===== src/rtl/btb_ckpt_ctrl_if.sv =====
// Handshake and status bundle between the frontend and the BTB checkpoint controller.
// The master side drives requests; the slave side (the controller) drives bank select and status.
interface btb_ckpt_ctrl_if #(
    parameter int CNT_W = 16
);
    logic             flush_i;
    logic             debug_mode_i;
    logic             enter_req_i;
    logic             exit_req_i;
    logic             btb_update_valid_i;
    logic             req_ready_o;
    logic             checkpoint_mode_o;
    logic             flush_bp_o;
    logic             ack_o;
    logic             timeout_o;
    logic [CNT_W-1:0] swap_count_o;
    logic [2:0]       state_o;

    modport master (
        output flush_i, debug_mode_i, enter_req_i, exit_req_i, btb_update_valid_i,
        input  req_ready_o, checkpoint_mode_o, flush_bp_o, ack_o, timeout_o,
               swap_count_o, state_o
    );

    modport slave (
        input  flush_i, debug_mode_i, enter_req_i, exit_req_i, btb_update_valid_i,
        output req_ready_o, checkpoint_mode_o, flush_bp_o, ack_o, timeout_o,
               swap_count_o, state_o
    );
endinterface


===== src/rtl/btb_ckpt_ctrl.sv =====
// Sequences the bank select of the dual-bank BTB: drains in-flight updates before each swap,
// optionally flushes on entry to the checkpoint bank, and forces exit on timeout or debug.
module btb_ckpt_ctrl #(
    parameter int DRAIN_CYCLES    = 2,
    parameter int FLUSH_ON_ENTER  = 1,
    parameter int MAX_CKPT_CYCLES = 1024,
    parameter int CNT_W           = 16
) (
    input  logic            clk_i,
    input  logic            rst_i,
    btb_ckpt_ctrl_if.slave  io_ckpt
);
    localparam logic [2:0] MODE_A    = 3'd0;
    localparam logic [2:0] DRAIN_IN  = 3'd1;
    localparam logic [2:0] FLUSH_B   = 3'd2;
    localparam logic [2:0] MODE_B    = 3'd3;
    localparam logic [2:0] DRAIN_OUT = 3'd4;

    localparam int DRN_W = $clog2(DRAIN_CYCLES + 1);
    localparam int RES_W = (MAX_CKPT_CYCLES < 2) ? 1 : $clog2(MAX_CKPT_CYCLES + 1);
    localparam logic [DRN_W-1:0] DRN_LOAD = DRN_W'(DRAIN_CYCLES);
    localparam logic [RES_W-1:0] RES_LAST =
        RES_W'((MAX_CKPT_CYCLES == 0) ? 0 : MAX_CKPT_CYCLES - 1);

    logic [2:0]       r_state;
    logic             r_ckpt;
    logic             r_ack;
    logic             r_tmo;
    logic [CNT_W-1:0] r_swap_cnt;
    logic [DRN_W-1:0] r_drn_cnt;
    logic [RES_W-1:0] r_res_cnt;

    logic [DRN_W-1:0] w_drn_next;
    logic             w_drain_done;

    function automatic logic [CNT_W-1:0] sat_inc_swap(input logic [CNT_W-1:0] v);
        return (&v) ? v : v + 1'b1;
    endfunction

    function automatic logic [RES_W-1:0] sat_inc_res(input logic [RES_W-1:0] v);
        return (&v) ? v : v + 1'b1;
    endfunction

    // Any update restarts the quiet window; the swap fires on the edge the count would hit zero.
    assign w_drn_next   = io_ckpt.btb_update_valid_i ? DRN_LOAD : r_drn_cnt - 1'b1;
    assign w_drain_done = ~io_ckpt.btb_update_valid_i && (r_drn_cnt == DRN_W'(1));

    always_ff @(posedge clk_i) begin
        if (rst_i) begin
            r_state    <= MODE_A;
            r_ckpt     <= 1'b0;
            r_ack      <= 1'b0;
            r_tmo      <= 1'b0;
            r_swap_cnt <= '0;
            r_drn_cnt  <= '0;
            r_res_cnt  <= '0;
        end else begin
            r_ack <= 1'b0;
            r_tmo <= 1'b0;
            case (r_state)
                MODE_A: begin
                    if (io_ckpt.enter_req_i && !io_ckpt.debug_mode_i) begin
                        r_state   <= DRAIN_IN;
                        r_drn_cnt <= DRN_LOAD;
                    end
                end
                DRAIN_IN: begin
                    r_drn_cnt <= w_drn_next;
                    if (io_ckpt.flush_i || io_ckpt.debug_mode_i) begin
                        r_state <= MODE_A;
                    end else if (w_drain_done) begin
                        r_ckpt <= 1'b1;
                        if (FLUSH_ON_ENTER != 0) begin
                            r_state <= FLUSH_B;
                        end else begin
                            r_state    <= MODE_B;
                            r_ack      <= 1'b1;
                            r_swap_cnt <= sat_inc_swap(r_swap_cnt);
                            r_res_cnt  <= '0;
                        end
                    end
                end
                FLUSH_B: begin
                    r_state    <= MODE_B;
                    r_ack      <= 1'b1;
                    r_swap_cnt <= sat_inc_swap(r_swap_cnt);
                    r_res_cnt  <= '0;
                end
                MODE_B: begin
                    r_res_cnt <= sat_inc_res(r_res_cnt);
                    // A real exit request outranks the timer so timeout_o only flags forced exits.
                    if (io_ckpt.exit_req_i || io_ckpt.debug_mode_i) begin
                        r_state   <= DRAIN_OUT;
                        r_drn_cnt <= DRN_LOAD;
                    end else if ((MAX_CKPT_CYCLES != 0) && (r_res_cnt == RES_LAST)) begin
                        r_state   <= DRAIN_OUT;
                        r_drn_cnt <= DRN_LOAD;
                        r_tmo     <= 1'b1;
                    end
                end
                DRAIN_OUT: begin
                    r_drn_cnt <= w_drn_next;
                    if (w_drain_done) begin
                        r_state    <= MODE_A;
                        r_ckpt     <= 1'b0;
                        r_ack      <= 1'b1;
                        r_swap_cnt <= sat_inc_swap(r_swap_cnt);
                    end
                end
                default: begin
                    r_state <= MODE_A;
                    r_ckpt  <= 1'b0;
                end
            endcase
        end
    end

    assign io_ckpt.state_o           = r_state;
    assign io_ckpt.checkpoint_mode_o = r_ckpt;
    assign io_ckpt.ack_o             = r_ack;
    assign io_ckpt.timeout_o         = r_tmo;
    assign io_ckpt.swap_count_o      = r_swap_cnt;
    assign io_ckpt.req_ready_o       = (r_state == MODE_A) || (r_state == MODE_B);
    assign io_ckpt.flush_bp_o        = io_ckpt.flush_i || (r_state == FLUSH_B);
endmodule


===== src/flat_wrapper.sv =====
// flat-port wrapper written by rule: the top's interface ports become plain ports
module btb_ckpt_ctrl_flat 
#(
    parameter int DRAIN_CYCLES    = 2,
    parameter int FLUSH_ON_ENTER  = 1,
    parameter int MAX_CKPT_CYCLES = 1024,
    parameter int CNT_W           = 16
)
  (clk_i, rst_i, io_ckpt_flush_i, io_ckpt_debug_mode_i, io_ckpt_enter_req_i, io_ckpt_exit_req_i, io_ckpt_btb_update_valid_i, io_ckpt_req_ready_o, io_ckpt_checkpoint_mode_o, io_ckpt_flush_bp_o, io_ckpt_ack_o, io_ckpt_timeout_o, io_ckpt_swap_count_o, io_ckpt_state_o);
  btb_ckpt_ctrl_if #(.CNT_W(CNT_W)) io_ckpt_i ();
  input  logic clk_i;
  input  logic rst_i;
  input wire logic [$bits(io_ckpt_i.flush_i)-1:0] io_ckpt_flush_i;
  input wire logic [$bits(io_ckpt_i.debug_mode_i)-1:0] io_ckpt_debug_mode_i;
  input wire logic [$bits(io_ckpt_i.enter_req_i)-1:0] io_ckpt_enter_req_i;
  input wire logic [$bits(io_ckpt_i.exit_req_i)-1:0] io_ckpt_exit_req_i;
  input wire logic [$bits(io_ckpt_i.btb_update_valid_i)-1:0] io_ckpt_btb_update_valid_i;
  output wire logic [$bits(io_ckpt_i.req_ready_o)-1:0] io_ckpt_req_ready_o;
  output wire logic [$bits(io_ckpt_i.checkpoint_mode_o)-1:0] io_ckpt_checkpoint_mode_o;
  output wire logic [$bits(io_ckpt_i.flush_bp_o)-1:0] io_ckpt_flush_bp_o;
  output wire logic [$bits(io_ckpt_i.ack_o)-1:0] io_ckpt_ack_o;
  output wire logic [$bits(io_ckpt_i.timeout_o)-1:0] io_ckpt_timeout_o;
  output wire logic [$bits(io_ckpt_i.swap_count_o)-1:0] io_ckpt_swap_count_o;
  output wire logic [$bits(io_ckpt_i.state_o)-1:0] io_ckpt_state_o;
  assign io_ckpt_i.flush_i = io_ckpt_flush_i;
  assign io_ckpt_i.debug_mode_i = io_ckpt_debug_mode_i;
  assign io_ckpt_i.enter_req_i = io_ckpt_enter_req_i;
  assign io_ckpt_i.exit_req_i = io_ckpt_exit_req_i;
  assign io_ckpt_i.btb_update_valid_i = io_ckpt_btb_update_valid_i;
  assign io_ckpt_req_ready_o = io_ckpt_i.req_ready_o;
  assign io_ckpt_checkpoint_mode_o = io_ckpt_i.checkpoint_mode_o;
  assign io_ckpt_flush_bp_o = io_ckpt_i.flush_bp_o;
  assign io_ckpt_ack_o = io_ckpt_i.ack_o;
  assign io_ckpt_timeout_o = io_ckpt_i.timeout_o;
  assign io_ckpt_swap_count_o = io_ckpt_i.swap_count_o;
  assign io_ckpt_state_o = io_ckpt_i.state_o;
  btb_ckpt_ctrl #(.DRAIN_CYCLES(DRAIN_CYCLES), .FLUSH_ON_ENTER(FLUSH_ON_ENTER), .MAX_CKPT_CYCLES(MAX_CKPT_CYCLES), .CNT_W(CNT_W)) u_core (.clk_i(clk_i), .rst_i(rst_i), .io_ckpt(io_ckpt_i));
endmodule

===== config.mk =====
export PLATFORM = sky130hd
export DESIGN_NAME = btb_ckpt_ctrl_flat
export DESIGN_NICKNAME = d
export VERILOG_FILES = /design/src/rtl/btb_ckpt_ctrl_if.sv /design/src/rtl/btb_ckpt_ctrl.sv /design/src/flat_wrapper.sv
export SDC_FILE = /design/constraint.sdc
export NUM_CORES = 1
export LEC_CHECK = 0
export ABC_AREA = 1
export BUFFER_PORTS_ARGS = -buffer_cell sky130_fd_sc_hd__buf_2
export CELL_PAD_IN_SITES_DETAIL_PLACEMENT = 1
export CELL_PAD_IN_SITES_GLOBAL_PLACEMENT = 1
export CORE_MARGIN = 2
export CORE_UTILIZATION = 35
export CTS_CLUSTER_DIAMETER = 40
export DETAILED_ROUTE_END_ITERATION = 10
export PLACE_DENSITY = 0.76
export SYNTH_ARGS = -nofsm -noshare
export SYNTH_HDL_FRONTEND = slang
export SYNTH_SLANG_ARGS = --single-unit

===== constraint.sdc =====
create_clock -name clk_i -period 1.4 [get_ports clk_i]
set_input_delay 0 -clock clk_i [delete_from_list [all_inputs] [get_ports clk_i]]
set_output_delay 0 -clock clk_i [all_outputs]
set_load 0.05 [all_outputs]

After elaboration in Yosys (flattened, before gate mapping)
Index checks and enable logic that the tools add are counted.

Bits in registers: 35. Latch bits: 0. RAM bits: 0. ROM bits: 0. Word-level logic and storage cells: 71. Memories: 0.

$add $sub $neg: 3. $mul: 0. Div/mod/pow operators: 0. Magnitude comparators: 0. Equal/unequal tests: 13. Shift-type cells: 0. Muxes and demuxes: 24. Bitwise logic cells: 3. Reductions and logical operators: 21.

Operators with widths (number): $mux 16 (2); $pmux 16 s2 (1); $pmux 11 s2 (1); $mux 3 (6); $add 16x1->16 const B (1); $reduce_and 16->1 (1); $pmux 3 s5 (1); $add 11x1->11 const B (1); $eq 11x10->1 const B (1); $mux 11 (1); $reduce_and 11->1 (1); $mux 2 (4); $reduce_and 4->1 (2); $eq 3x2->1 const B (2); $ne 2x1->1 const B (3); $ne 3x1->1 const B (2); $pmux 2 s3 (1); $reduce_or 3->1 (2); $mux 1 (5); $logic_or 1x1->1 (4); $ne 2x2->1 const B (2); $reduce_and 2->1 (2); $reduce_bool 2->1 (2); $eq 3x1->1 const B (1); 12 further kinds (15).

Depth between registers and ports, before layout
Depth in word-level cells: 5. Gate-level depth with buffers: 11.

Worst setup path before layout
No wires, ideal clock.

Path type: register -> register. From: register u_core.r_swap_cnt[0] (netlist: u_core.io_ckpt.swap_count_o[0]). To: register u_core.r_swap_cnt[0] (netlist: u_core.io_ckpt.swap_count_o[0]). Setup time: 0.070 ns. Arrival: 1.931 ns. Slack: -0.601 ns. Cell stages (with the launch flop): 9. Period minus slack after synthesis: 2.001 ns. Path through: dfxtp_1 -> ha_1 -> nand3_2 -> nor2_8 -> nand4_4 -> nand2_4 -> buf_12 -> nand2_2 -> a21oi_2.

Longest elaborated chain between the ends: 4. Elaborated cells on any way between the ends: 5. Classes of those cells: 1 x add/sub; 3 x mux; 1 x reduce/logical.

Ends and longest elaborated chain: start: declaration (line btb_ckpt_ctrl.sv:29) `logic [CNT_W-1:0] r_swap_cnt;`; start signal: assignment (line btb_ckpt_ctrl.sv:78) `r_swap_cnt <= sat_inc_swap(r_swap_cnt);`; start signal: assignment (line btb_ckpt_ctrl.sv:86) `r_swap_cnt <= sat_inc_swap(r_swap_cnt);`; start signal: assignment (line btb_ckpt_ctrl.sv:107) `r_swap_cnt <= sat_inc_swap(r_swap_cnt);`; $add 16x1->16 or $reduce_and 16->1 (tied branches); $mux 16 (*) (line btb_ckpt_ctrl.sv:37) `return (&v) ? v : v + 1'b1;`; $mux 16 (line btb_ckpt_ctrl.sv:103) `if (w_drain_done) begin`; $pmux 16 s2 (*) (line btb_ckpt_ctrl.sv:60) `case (r_state)`.

Mark *: on every way between the ends. The rest lies on a longest branch, timed or not. The select of a mux whose other input is x is not followed. A chain may end at the register's enable or synchronous reset.

Worst setup path in the final report
From: register u_core.r_drn_cnt[1]. To: register u_core.r_state[0] (netlist: u_core.io_ckpt.state_o[0]).

Longest elaborated chain between the ends: 4. Elaborated cells on any way between the ends: 5. Classes of those cells: 3 x eq/ne; 2 x reduce/logical.

Ends and longest elaborated chain: start: declaration (line btb_ckpt_ctrl.sv:30) `logic [DRN_W-1:0] r_drn_cnt;`; start signal: assignment (line btb_ckpt_ctrl.sv:68) `r_drn_cnt <= w_drn_next;`; start signal: assignment (line btb_ckpt_ctrl.sv:102) `r_drn_cnt <= w_drn_next;`; $eq 2x1->1 (*) (line btb_ckpt_ctrl.sv:46) `assign w_drain_done = ~io_ckpt.btb_update_valid_i && (r_drn_cnt == DRN_W'(1));`; $logic_and 1x1->1 (*) (line btb_ckpt_ctrl.sv:46); $ne 3x1->1 (no source line) or $ne 2x1->1 (tied branches); $reduce_and 4->1 (no source line) (*); end signal: assignment (line btb_ckpt_ctrl.sv:50) `r_state <= MODE_A;`; end signal: assignment (line btb_ckpt_ctrl.sv:63) `r_state <= DRAIN_IN;`; end signal: assignment (line btb_ckpt_ctrl.sv:70) `r_state <= MODE_A;`; end: declaration (line btb_ckpt_ctrl.sv:25) `logic [2:0] r_state;`.

Mark *: on every way between the ends. The rest lies on a longest branch, timed or not.

==> implementation parameters <==
Parameter                              Value

Run status
  Result of the run ... finished, violations left
  Violated checks ... setup timing

Logic synthesis
  Instance count of the mapped netlist ... 305
  Synthesis Warnings ... 0
  Syn Area/Cell ... between 6 and 7 um2
  Adder-cell share of the synthesized area ... 1.80%
  Synthesized Nets ... 315
  Top cells by area, synth ... dfxtp_1 (34%), nand2_1 (14%), nor2_1 (8.6%)
  Share of the synthesized area in compound gates (AO/OA/AOI/OAI) ... between 9 and 10%
  Cell accounting for the most synthesized area ... dfxtp_1
  Number of different library cells in the post-synthesis netlist ... 33
  Proportion of netlist area held by the largest area contributor ... between 30% and 40%
  Share of synthesized flip-flops with an asynchronous set or reset ... 0%
  Number of flops mapped to enable cells by yosys ... 0
  Combinational family with the most area after synthesis ... simple AND/OR/NAND/NOR gates
  Number of storage elements in the synthesis netlist ... 35
  Basic-gate share of the synthesized area counting and, or, nand and nor cells ... 42.7%
  Count leader, synth ... nand2_1
  Flip-flop cell with the highest count after synthesis ... dfxtp_1
  Post-synth top cells ... nand2_1 (76), nor2_1 (48), dfxtp_1 (35)
  Share of synthesized area spent on multiplexers ... 0%
  Area of the mapped netlist ... 2080 um2
  Proportion of synthesized chip area in sequential cells ... 33.6%
  Area share of xor/xnor cells in the synthesized design ... ~3.8%

Layout
  Antenna diode count ... 0
  Share of layout cells above drive strength 1 ... 54.3%
  Layout area overhead ... 59.3%
  Final non-filler cell area ... roughly 3300 um2
  Post-layout instance count excluding filler cells ... 480
  Count of nets after finishing ... 414
  Layout fillers ... 744

Worst setup path
  Category of the most critical setup path ... flip-flop to flip-flop
  Standard cell with the maximum stage delay on the critical path ... dfxtp_2
  Critical path cell sequence ... inv_2, ha_4, inv_2, nor2_4, buf_4, nor2_1, nor2_2, nand3_4, nand2_1, nand2_1, nor2_1
  CP Buf/Inv Count ... 3
  Worst Path Required ... 1.63 ns
  Top fanout value on the critical path ... 5
  Type of destination of the critical path ... flip-flop
  Critical Path Source Type ... flip-flop
  CP delay by family, top ... simple AND/OR/NAND/NOR gates
  Biggest cell delay along the critical path ... 0.32 ns
  Data arrival time of the worst path ... 1.81 ns

Floorplanning
  Die Y-Extent ... 81.2 um
  Placement row count ... 28
  Area inside the core boundary ... 5850 um2
  Full die area ... between 6000 and 7000 um2
  Count of boundary I/O pins ... 31
  Die Wd ... 81.2 um
  Initial Utilization ... 35.6%

Power
  Clk network pwr share ... a little under a fifth
  Switching power ... roughly 2.0 mW
  Largest voltage drop on the vdd net ... 0.000773 V
  Power per cell area ... approximately 1400 nW/um2
  Share of total power in combinational logic ... 53.2%
  Sequential power share ... 27.9%
  Switch share ... 44.2%
  Leakage Power ... 1.43 nW
  Internal power ... about 2.5 mW
  Final Total Pwr ... 4.53 mW

Global route
  GR Layer Usage met1 ... 26.2%
  Overflow left after global routing ... 0
  Global-route wire length before repair ... 12.2 mm
  Maximum number of pins on one net before global-route repair ... 14
  Layer with the highest usage ... met2
  Number of global-route vias before repair ... ~2500
  Routing usage on met3 ... under 10%
  Total routing usage reported by global routing ... 24.8%
  Number of antenna violations at the first check in global routing ... 0
  Global-route track usage on met2 ... between 40% and 50%

CTS
  Worst-Skew Late Latency ... 0.30 ns
  Number of CTS-inserted buffers ... 5
  Number of levels the H-tree was split into ... 2
  TritonCTS clock tree ... done
  Clock edge transition at the registers on the reported setup and hold paths ... 0.08 ns
  Number of sinks on the clock net ... 35
  Clock buffer depth ... 2
  Root buffer cell ... clkbuf_8

Route
  Detailed Routing Iterations Pass 1 ... 4
  Total via count after detailed routing ... approximately 2500
  Detailed-route DRC error count ... 0
  Initial drt markers ... between 50 and 60
  Wirelength, routed ... 8.61 mm
  Average wire length per cell after detail routing ... 17.9 um
  Average vias per placed instance ... between 5 and 6
  ANT nets after route ... 0

Placed design
  Worst setup timing slack at the placement stage ... -0.318 ns
  Count of input and output buffers ... 30
  Post-Place Cell Area ... 2800 um2
  DP HPWL ... 5.32 mm
  Total placed cells including tap cells ... 460
  Placer congestion estimate ... 0.825

STA
  Final period util ... 113%
  Top achievable clock speed ... around 630 MHz
  Hold Fails Final Rpt ... 0
  Worst slew slack as a fraction of its limit ... between 60% and 70%
  Final clock skew ... between 0.003 and 0.004 ns
  Fin Hold WS ... 0.0244 ns
  Final setup fails ... 23
  Time the final worst path needs with I/O delays and setup ... 1.58 ns
  Worst-case setup margin in the final layout ... -0.177 ns
  Max-slew violation count ... 0
  Worst slew pin tran ... about 0.59 ns
  Unrepaired setup endpoints after global routing ... yes

Flow run
  Count of maximum capacitance violations ... 0

Min path
  Hold/Removal Path Class ... input pin to flip-flop
flip-flops by register name (all words and copies together) (netlist names):
signal                            cells
u_core.io_ckpt.ack_o                  1
u_core.io_ckpt.checkpoint_mode_o      1
u_core.io_ckpt.state_o                3
u_core.r_drn_cnt                      2
u_core.io_ckpt.swap_count_o          16
u_core.io_ckpt.timeout_o              1
u_core.r_res_cnt                     11
kinds of logic after synthesis:
| logic type | after synthesis |
|---|---|
| AO/OA/AOI/OAI | 31 |
| XOR/XNOR | 9 |
| adder cells (fa/ha/maj) | 3 |
| buffers and inverters | 38 |
| flip-flops | 35 |
| AND/OR/NAND/NOR | 189 |
power groups by stage:
stage / sequential (mW) / clock (mW) / combinational [mW]
global route: 1.27 / 0.908 / 2.55
floorplan: 1.53 / 0 / 0.899
detailed placement: 1.25 / 0 / 1.79
finish: 1.27 / 0.856 / 2.41
CTS: 1.24 / 0.862 / 2.11
global placement: 1.24 / 0 / 1.75
cell type report:
class / instances / area (um2) / area share [%]
clock buffers: 8 / 100 / 3.01
multi-input cells: 233 / 1520 / 45.7
well taps: 75 / 93.8 / 2.83
flip-flops and latches: 35 / 744 / 22.4
repair buffers: 97 / 743 / 22.4
inverters: 32 / 123 / 3.69
stage by stage:
stage	util [%]	setup TNS [ns]
6_report	56.8	-1.68
5_1_grt	56.8	-3.58
4_1_cts	53.9	-0.616
2_1_floorplan	-	-1.91
3_5_place_dp	47.9	-3.68
3_3_place_gp	47.9	-0.979
per-layer routing:
| metal | wire, um | up-vias |
|---|---|---|
| met2 | 4780 | 39 |
| met4 | 228 | 0 |
| li1 | - | 1182 |
| met5 | 0 | - |
| met3 | 225 | 20 |
| met1 | 3380 | 1213 |
final timing paths:
check,startpoint,depth (start not counted),to,slack (ns)
min reg2reg,u_core.io_ckpt.checkpoint_mode_o,2,u_core.io_ckpt.checkpoint_mode_o,0.49
max reg2reg,u_core.r_drn_cnt[1],11,u_core.io_ckpt.state_o[0],-0.18
max,u_core.r_drn_cnt[1],11,u_core.io_ckpt.state_o[0],-0.18
min,io_ckpt_debug_mode_i,3,u_core.io_ckpt.timeout_o,0.02
layout by cell type, fill, tap and decap left out, types with 5 or more instances in the layout:
cell type	count
nand3_2	11
buf_6	6
nor2_4	8
inv_2	7
nand4_1	5
dfxtp_4	5
inv_1	24
a21oi_2	13
buf_2	28
clkbuf_8	7
nand3_1	17
nand2_2	23
buf_4	57
nand2_4	7
dfxtp_2	20
xor2_1	5
nor2_1	34
nand2_1	59
nor2_2	7
dfxtp_1	10
a21oi_1	14
worst min-delay path, cell delays in order:
cell    delay (ns)
buf_2         0.10
or2_2         0.13
nor4_1        0.05
timing repair:
item,CTS,global route
gates resized for setup,45,43
hold buffers,1,0
setup endpoints to repair,32,32
pin swaps,6,18
gates cloned,2,0
setup buffers,6,3
hold endpoints to repair,1,0
Power figures use the tool's default switching activity.
